### src/rtl/counter_defs.sv
// ---------------------------------------------------------------------------
// counter_defs
// Shared encodings for the counter family. The direction and boundary
// controls are plain 1-bit inputs, so these constants name their levels
// rather than defining enum types.
//   MODE_UP / MODE_DOWN : levels of the direction input
//   SAT_ON  / SAT_WRAP  : levels of the boundary-behaviour input
//   COUNTER_MAX_WIDTH   : widest counter any variant supports
// ---------------------------------------------------------------------------
package counter_defs;

   localparam logic MODE_UP   = 1'b1;
   localparam logic MODE_DOWN = 1'b0;
   localparam logic SAT_ON    = 1'b1;
   localparam logic SAT_WRAP  = 1'b0;

   localparam int COUNTER_MAX_WIDTH = 16;

endpackage : counter_defs

### src/rtl/updown_next.sv
// ---------------------------------------------------------------------------
// updown_next
// Combinational next-state function of a modulo-(MAX+1) up/down counter.
// It computes the value the counter takes if it steps. Hold, load and preset
// are decided by the caller.
//   count_i      : current count
//   mode_i       : direction (MODE_UP / MODE_DOWN)
//   sat_i        : boundary behaviour (SAT_ON / SAT_WRAP)
//   next_count_o : count after one step
//   wrap_evt_o   : the step crosses the MAX<->0 boundary
// ---------------------------------------------------------------------------
module updown_next
   import counter_defs::*;
#(
   parameter int WIDTH = 4,
   parameter int MAX   = 9
) (
   input  logic [WIDTH-1:0] count_i,
   input  logic             mode_i,
   input  logic             sat_i,
   output logic [WIDTH-1:0] next_count_o,
   output logic             wrap_evt_o
);

   localparam logic [WIDTH-1:0] MAX_V  = WIDTH'(MAX);
   localparam logic [WIDTH-1:0] ZERO_V = '0;
   localparam logic [WIDTH-1:0] ONE_V  = WIDTH'(1);

   always_comb begin
      next_count_o = count_i;
      wrap_evt_o   = 1'b0;
      if (mode_i == MODE_UP) begin
         // ">=" rather than "==" so that an out-of-range value can never
         // step further away from the legal range.
         if (count_i >= MAX_V) begin
            if (sat_i == SAT_WRAP) begin
               next_count_o = ZERO_V;
               wrap_evt_o   = 1'b1;
            end else begin
               next_count_o = MAX_V;
            end
         end else begin
            next_count_o = count_i + ONE_V;
         end
      end else begin
         if (count_i == ZERO_V) begin
            if (sat_i == SAT_WRAP) begin
               next_count_o = MAX_V;
               wrap_evt_o   = 1'b1;
            end else begin
               next_count_o = ZERO_V;
            end
         end else if (count_i > MAX_V) begin
            next_count_o = MAX_V;
         end else begin
            next_count_o = count_i - ONE_V;
         end
      end
   end

endmodule : updown_next

### src/rtl/updown_counter_param.sv
// ---------------------------------------------------------------------------
// updown_counter_param
// Parametrised up/down counter with asynchronous clear, synchronous preset
// and clamped load, wrap or saturate at the boundaries, and a combinational
// terminal count for cascading stages.
// Parameters:
//   WIDTH       : counter width, 1..16
//   MAX         : terminal count, 1..2^WIDTH-1
//   RESET_VALUE : value forced by clear, 0..MAX
// Ports:
//   clk    : rising-edge clock
//   clear  : asynchronous active-high clear (count=RESET_VALUE, wrap=0)
//   enable : count enable / cascade input from the lower stage's tc
//   mode   : 1 = up, 0 = down
//   sat    : 1 = saturate, 0 = wrap
//   preset : synchronous load of MAX (beats load)
//   load   : synchronous load of din, clamped to MAX
//   din    : load value
//   count  : registered count
//   tc     : combinational terminal count
//   wrap   : registered one-cycle rollover pulse
// ---------------------------------------------------------------------------
module updown_counter_param
   import counter_defs::*;
#(
   parameter int WIDTH       = 4,
   parameter int MAX         = 9,
   parameter int RESET_VALUE = 0
) (
   input  logic             clk,
   input  logic             clear,
   input  logic             enable,
   input  logic             mode,
   input  logic             sat,
   input  logic             preset,
   input  logic             load,
   input  logic [WIDTH-1:0] din,
   output logic [WIDTH-1:0] count,
   output logic             tc,
   output logic             wrap
);

   // Reject illegal parameter combinations at elaboration.
   if ((WIDTH < 1) || (WIDTH > COUNTER_MAX_WIDTH) ||
       (MAX < 1) || (MAX > ((1 << WIDTH) - 1)) ||
       (RESET_VALUE < 0) || (RESET_VALUE > MAX)) begin : g_param_error
      $error("updown_counter_param: illegal WIDTH/MAX/RESET_VALUE combination");
   end

   localparam logic [WIDTH-1:0] MAX_V   = WIDTH'(MAX);
   localparam logic [WIDTH-1:0] RESET_V = WIDTH'(RESET_VALUE);
   localparam logic [WIDTH-1:0] ZERO_V  = '0;

   logic [WIDTH-1:0] count_q, count_d;
   logic             wrap_q,  wrap_d;
   logic [WIDTH-1:0] step_count;
   logic             step_wrap;

   updown_next #(
      .WIDTH (WIDTH),
      .MAX   (MAX)
   ) u_next (
      .count_i      (count_q),
      .mode_i       (mode),
      .sat_i        (sat),
      .next_count_o (step_count),
      .wrap_evt_o   (step_wrap)
   );

   // Load/preset mux. Only an enabled step can raise the wrap pulse.
   always_comb begin
      count_d = count_q;
      wrap_d  = 1'b0;
      if (preset) begin
         count_d = MAX_V;
      end else if (load) begin
         count_d = (din > MAX_V) ? MAX_V : din;
      end else if (enable) begin
         count_d = step_count;
         wrap_d  = step_wrap;
      end
   end

   always_ff @(posedge clk or posedge clear) begin
      if (clear) begin
         count_q <= RESET_V;
         wrap_q  <= 1'b0;
      end else begin
         count_q <= count_d;
         wrap_q  <= wrap_d;
      end
   end

   // tc looks only at enable, direction and count so that a chain of stages
   // ripples combinationally within one cycle.
   assign tc = enable & (((mode == MODE_UP)   && (count_q == MAX_V)) ||
                         ((mode == MODE_DOWN) && (count_q == ZERO_V)));

   assign count = count_q;
   assign wrap  = wrap_q;

endmodule : updown_counter_param

### config.mk
export PLATFORM = sky130hd
export DESIGN_NAME = updown_counter_param
export DESIGN_NICKNAME = d
export VERILOG_FILES = /design/src/rtl/counter_defs.sv /design/src/rtl/updown_next.sv /design/src/rtl/updown_counter_param.sv
export SDC_FILE = /design/constraint.sdc
export NUM_CORES = 1
export LEC_CHECK = 0
export ABC_AREA = 1
export CAP_MARGIN = 10
export CORE_UTILIZATION = 35
export CTS_CLUSTER_DIAMETER = 120
export CTS_CLUSTER_SIZE = 20
export DETAILED_ROUTE_END_ITERATION = 10
export PLACE_DENSITY = 0.71
export SYNTH_ARGS = -nofsm -noshare
export SYNTH_HDL_FRONTEND = slang
export SYNTH_SLANG_ARGS = --single-unit
export TNS_END_PERCENT = 10
### constraint.sdc
create_clock -name clk -period 4.7 [get_ports clk]
set_clock_uncertainty 0.2 [all_clocks]
set_input_delay 0.47 -clock clk [delete_from_list [all_inputs] [get_ports clk]]
set_output_delay 0.47 -clock clk [all_outputs]
set_load 0.01 [all_outputs]
==> run metrics, run 1 <==
GPL Wtd Cong 0.7858; element type at the critical path start input port; Area Growth Syn to Fin 34.98%; Final Cycle Share 58.33%; Buffers on Ports 16; final setup fails 0; cell total after placement 117; initial antenna violation count 0; Die H 41.93 um; CTS hold repair buffers 0; Chip Width 41.93 um; initial core utilization 37.48%; antenna cells 0; maximum VDD drop 0.00009449 V; Core Area 1489 um^2; PostCTS Resize Cnt 0; Fin. Hold Viols 0; Synth Area in Compound Gates 10.76%; vias 613; num rows 14; Critical Path RT 4030 ps; syn_area_per_cell 6.489 um^2; CTS Root Cell clkbuf_4; Mapped Nets 101; #FFs+latches synth 5; Post-Layout Cell Count 121; fmax 364.8 MHz; outcome completed; first-pass GRT wire length 2366 um; leakage 0.0003736 uW; Inserted Clock Buffers 3; final wirelength 1295 um; Max clock buf depth 2; PwrDens 236.2 nW/um^2; Adder-Cell Fraction of Synth Area 8.969%; Syn Inst Count 86; nets 121; die area 1758 um^2; post-synthesis xor/xnor area fraction 1.570%; Max-slew headroom 73.89%; Final Cell Area 753.2 um^2; CTS sink cnt 5; register area share after synthesis 22.42%; Worst-Skew Late Latency 240 ps; Final WS setup 1959 ps; routed len/inst 10.70 um; IO Pins 17; DR vias/cell 5.066; DP Area 726.9 um^2; Max Cap Viol 0; Worst Max-Slew Pin Slew 391.6 ps; critical path peak fanout 6; vias in the first global route 566; mapped cell area 558.0 um^2; main combinational cell family by area after synthesis simple AND/OR/NAND/NOR gates; mux share of post-synthesis cell area 0%; RSZ-0062 raised after global routing no; initial drt markers 20; Synth Area in Simple Gates 45.07%; DRC viols 0; worst min path class input port to asynchronous set/reset pin; Ys Warns 0; max-slew violations 0; H-Tree Depth 1; TritonCTS clock tree built; first-pass iteration count of the detailed router 4; Post-Route Setup TNS 0 ps; crit end category output pin; critical path class input port to output pin; Post-Place Setup Slack 1967 ps; share of layout cells above drive strength 1 17.14%; largest net degree at the start of global routing 10; Cell variety after synth 23; R2R Setup Slk 2860 ps; Routed Antenna Nets 0; grt ovf 0; clock slew at the register clock pins of the worst setup and hold paths 40 ps; total track usage 17.41%; Worst EP arrival 2070 ps; # Post-CTS Setup Buffers 0; Final HPWL DP 1041 um; fin crit period 2741 ps
area by class of cell:
class / instances / area (um^2)
Timing Repair Buffer: 16 / 160.2
Multi-Input combinational cell: 67 / 370.4
Clock buffer: 4 / 26.28
Sequential cell: 5 / 125.1
Inverter: 13 / 51.30
Tap cell: 16 / 20.02
Fill cell: 142 / 735.7
power by group:
part | leakage (uW) | internal [uW] | switching [uW] | total [uW]
Sequential | 0.0000609 | 46.5 | 7.94 | 54.4
Clock | 0.0000150 | 32.1 | 18.1 | 50.2
Combinational | 0.000298 | 33.7 | 39.7 | 73.3
Total | 0.000374 | 112 | 65.7 | 178
cell families (layout without fill, tap and decap cells):
logic type,Yosys count,count (layout)
AO/OA/AOI/OAI,10,10
XOR/XNOR,1,1
adder cells (fa/ha/maj),4,4
buffers and inverters,14,33
flip-flops,5,5
AND/OR/NAND/NOR,52,52
synth_stat cells (all sizes together):
master | number | area, um^2
dfrtp | 5 | 125.1
nand2 | 27 | 113.9
buf | 1 | 11.26
o21ai | 6 | 33.78
inv | 13 | 51.30
nor4 | 1 | 6.260
ha | 4 | 50.05
nand3b | 1 | 7.510
a21oi | 3 | 18.77
nand3 | 13 | 80.08
nor3 | 1 | 5.000
a211oi | 1 | 7.510
xor2 | 1 | 8.760
nor2 | 8 | 32.54
nand4 | 1 | 6.260
path summary, 6_finish.rpt:
kind / cells past startpoint / to / startpoint
min reg2reg: 2 / count[0] / count[0]
min in group clk: 2 / count[0] / count[0]
max in group asynchronous: 2 / count[1] / clear
min: 2 / count[2] / clear
max: 6 / tc / mode
max reg2reg: 7 / wrap / count[0]
flip-flops by register name, summed over array words and instances (netlist names):
register and cells:
count 4, wrap 1
critical path, stage by stage:
cell and delay [ps]:
clkdlybuf4s50_1 570, inv_1 120, nand2_2 90, inv_1 60
a211oi_1 170, clkdlybuf4s50_1 580
per-stage QoR:
step	util, %	hold WS (ps)	total power [uW]
floorplan	-	48.52	101.1
global placement	48.82	473.5	126.3
detailed placement	48.82	484.7	127.7
CTS	50.59	228.8	178.8
global route	50.59	234.0	193.7
finish	50.59	227.6	177.9
metal layers:
metal  up-vias  wire, um  GRT usage [%]
met5         -         0              0
met4         0         0          7.742
met3         0        70          2.609
met2        24       608          28.44
met1       271       616          22.55
li1        318         -              -
cell usage in the layout, fill, tap and decap left out:
cell type,Yosys,final
inv_1,9,9
nor2_2,1,1
nor2_1,7,7
o21ai_1,3,3
a21oi_1,2,2
nand4_1,1,1
nand3b_1,1,1
inv_2,3,3
a211oi_1,1,1
nor4_1,1,1
nand3_1,10,10
nand2_1,22,22
nand2_2,5,5
o21ai_2,1,1
clkbuf_4,0,3
clkdlybuf4s50_1,0,16
clkbuf_1,0,1
ha_1,4,4
nor3_1,1,1
xor2_1,1,1
o21ai_0,2,2
dfrtp_1,5,5
a21oi_2,1,1
inv_4,1,1
nand3_2,3,3
Power figures use the tool's default switching activity.
==> inputs of run 2 (changes only) <==
==> constraint.sdc (replaced) <==
create_clock -name clk -period 2.83 [get_ports clk]
set_clock_uncertainty 0.2 [all_clocks]
set_input_delay 0.283 -clock clk [delete_from_list [all_inputs] [get_ports clk]]
set_output_delay 0.283 -clock clk [all_outputs]
set_load 0.01 [all_outputs]
==> run 2 against run 1 <==
Net effect: non-clock buffer count unchanged; worst setup slack got worse by 1700 ps; largest power group unchanged; hold slack got worse by 180 ps.
==> run metrics, run 2 (synthesis gave the netlist of run 1 again) <==
outcome completed (unchanged); Seq pwr share 31.1% (was 30.6%); Worst path most repeated cell inv_1; switching portion of total power 35.64% (was 36.90%); Worst Max-Slew Pin Slew 384.0 ps (was 391.6 ps); die area 1758 um^2 (unchanged); largest net degree at the start of global routing 10 (unchanged); IO Pins 17 (unchanged); critical path class flop to output pin (was input port to output pin); crit path buf inv count 3 (was 4); clock slew at the register clock pins of the worst setup and hold paths 40 ps (about the same); cells along the critical path inv_1 -> ha_1 -> nand3_2 -> nand2_2 -> inv_1 -> a211oi_1 -> clkdlybuf4s50_1 (was clkdlybuf4s50_1 -> inv_1 -> nand2_2 -> inv_1 -> a211oi_1 -> clkdlybuf4s50_1); first-pass iteration count of the detailed router 4 (unchanged); Die H 41.93 um (unchanged); initial drt markers 17 (was 20); Core Area 1489 um^2 (unchanged); CTS hold repair buffers 0 (unchanged); crit path max-delay cell type clkdlybuf4s50_1 (unchanged); antenna cells 0 (unchanged); commonest cells after routing, fill and taps aside nand2_1, clkdlybuf4s50_1, nand3_1 (unchanged); DRC viols 0 (unchanged); critical path peak fanout 8 (was 6); RSZ-0062 raised after global routing no (unchanged); grt ovf 0 (unchanged); fillers 148 (was 142); num rows 14 (unchanged); nets 121 (unchanged); Inserted Clock Buffers 3 (unchanged); Chip Width 41.93 um (unchanged); Power Internal 186.2 uW (was 112.3 uW); Post-Route Setup TNS 0 ps (unchanged); Final Cycle Share 91.47%; flip-flop count of the largest register after layout 4 (unchanged); Max Cap Viol 0 (unchanged); commonest non-fill, non-tap cell in the layout nand2_1 (unchanged); CTS Root Cell clkbuf_4 (unchanged); Buffers on Ports 16 (unchanged); element type at the critical path start flop (was input port); # Post-CTS Setup Buffers 0 (unchanged); worst min path class input port to asynchronous set/reset pin (unchanged); CP peak stage delay 600 ps (was 580 ps); routed len/inst 10.29 um (was 10.70 um); first-pass GRT wire length 2118 um (was 2366 um); Fin. Hold Viols 0 (unchanged); fmax 386.3 MHz; CTS sink cnt 5 (unchanged); PwrDens 384.1 nW/um^2 (was 236.2 nW/um^2); max-slew violations 0 (unchanged); final setup fails 0 (unchanged); GPL Wtd Cong 0.8238 (was 0.7858); Max-slew headroom 74.40% (was 73.89%); initial antenna violation count 0 (unchanged); Critical Path RT 2350 ps (was 4030 ps); PostCTS Resize Cnt 0 (unchanged); share of layout cells above drive strength 1 17.14% (unchanged); TritonCTS clock tree built (unchanged); Net Sw Power 103.1 uW (was 65.65 uW); Final WS setup 241.5 ps (was 1959 ps); final wirelength 1245 um (was 1295 um); initial core utilization 37.48% (unchanged); leakage 0.0003736 uW (unchanged); Worst EP arrival 2110 ps (was 2070 ps); Final HPWL DP 1017 um (was 1041 um); Routed Antenna Nets 0 (unchanged); cell family with most CP delay buffers and inverters (unchanged); DR vias/cell 5.025 (was 5.066); clock power share 26.8% (was 28.2%); vias in the first global route 514 (was 566); Comb pwr share 42.1% (was 41.2%); Area Growth Syn to Fin 34.98% (unchanged); Max clock buf depth 2 (unchanged); crit end category output pin (unchanged); vias 608 (was 613); Worst-Skew Late Latency 230 ps (was 240 ps); Post-Place Setup Slack 441.0 ps (was 1967 ps); total track usage 15.14% (was 17.41%); fin crit period 2589 ps; maximum VDD drop 0.0001392 V (was 0.00009449 V); H-Tree Depth 1 (unchanged)
run 2: cell counts in the layout (fill, tap and decap cells not counted):
Identical to the previous run, type by type.
run 2: through the flow:
stage / util [%] / std cells / power, uW / hold slack, ps / cell area [um^2]
2_1_floorplan: - / 86 / 167.9 / -138.5 / 558.0
3_3_place_gp: 48.82 / 117 / 210.1 / 290.2 / 726.9
3_5_place_dp: 48.82 / 117 / 211.3 / 294.0 / 726.9
4_1_cts: 50.59 / 121 / 292.5 / 50.76 / 753.2
5_1_grt: 50.59 / 121 / 315.0 / 54.30 / 753.2
6_report: 50.59 / 121 / 289.3 / 43.93 / 753.2
run 2: per-layer routing:
metal | share of wire, % | vias up | global-route usage [%] | wire, um
met5 | 0 | - | 0 | 0
met4 | 0 | 0 | 3.871 | 0
met3 | 3.6 | 0 | 1.739 | 45
met2 | 50 | 19 | 24.69 | 622
met1 | 46 | 274 | 21.20 | 577
li1 | - | 315 | - | -
run 2: final cells by class:
| cell class | instances | area [um^2] | share of cell area, % |
|---|---|---|---|
| Sequential cell | 5 | 125.1 | 16.61 |
| Clock buffer | 4 | 26.28 | 3.488 |
| Inverter | 13 | 51.30 | 6.811 |
| Timing Repair Buffer | 16 | 160.2 | 21.26 |
| Multi-Input combinational cell | 67 | 370.4 | 49.17 |
| Tap cell | 16 | 20.02 | 2.658 |
run 2: path summary, 6_finish.rpt:
path | startpoint | cells past startpoint | slack (ps) | end
max in group asynchronous | clear | 2 | 2220 | count[3]
worst min-delay path | clear | 2 | 40 | count[1]
worst min register to register | count[0] | 2 | 480 | count[0]
min in group clk | count[0] | 2 | 480 | count[0]
worst max-delay path | count[0] | 7 | 240 | tc
worst max register to register | count[0] | 7 | 1030 | wrap
run 2: power by group through the flow:
stage | clock network (uW) | registers [uW] | logic [uW]
2_1_floorplan | 0 | 89.0 | 78.9
4_1_cts | 81.0 | 90.0 | 122
3_3_place_gp | 0 | 91.0 | 119
3_5_place_dp | 0 | 91.0 | 120
5_1_grt | 87.7 | 91.3 | 136
6_report | 77.7 | 89.9 | 122
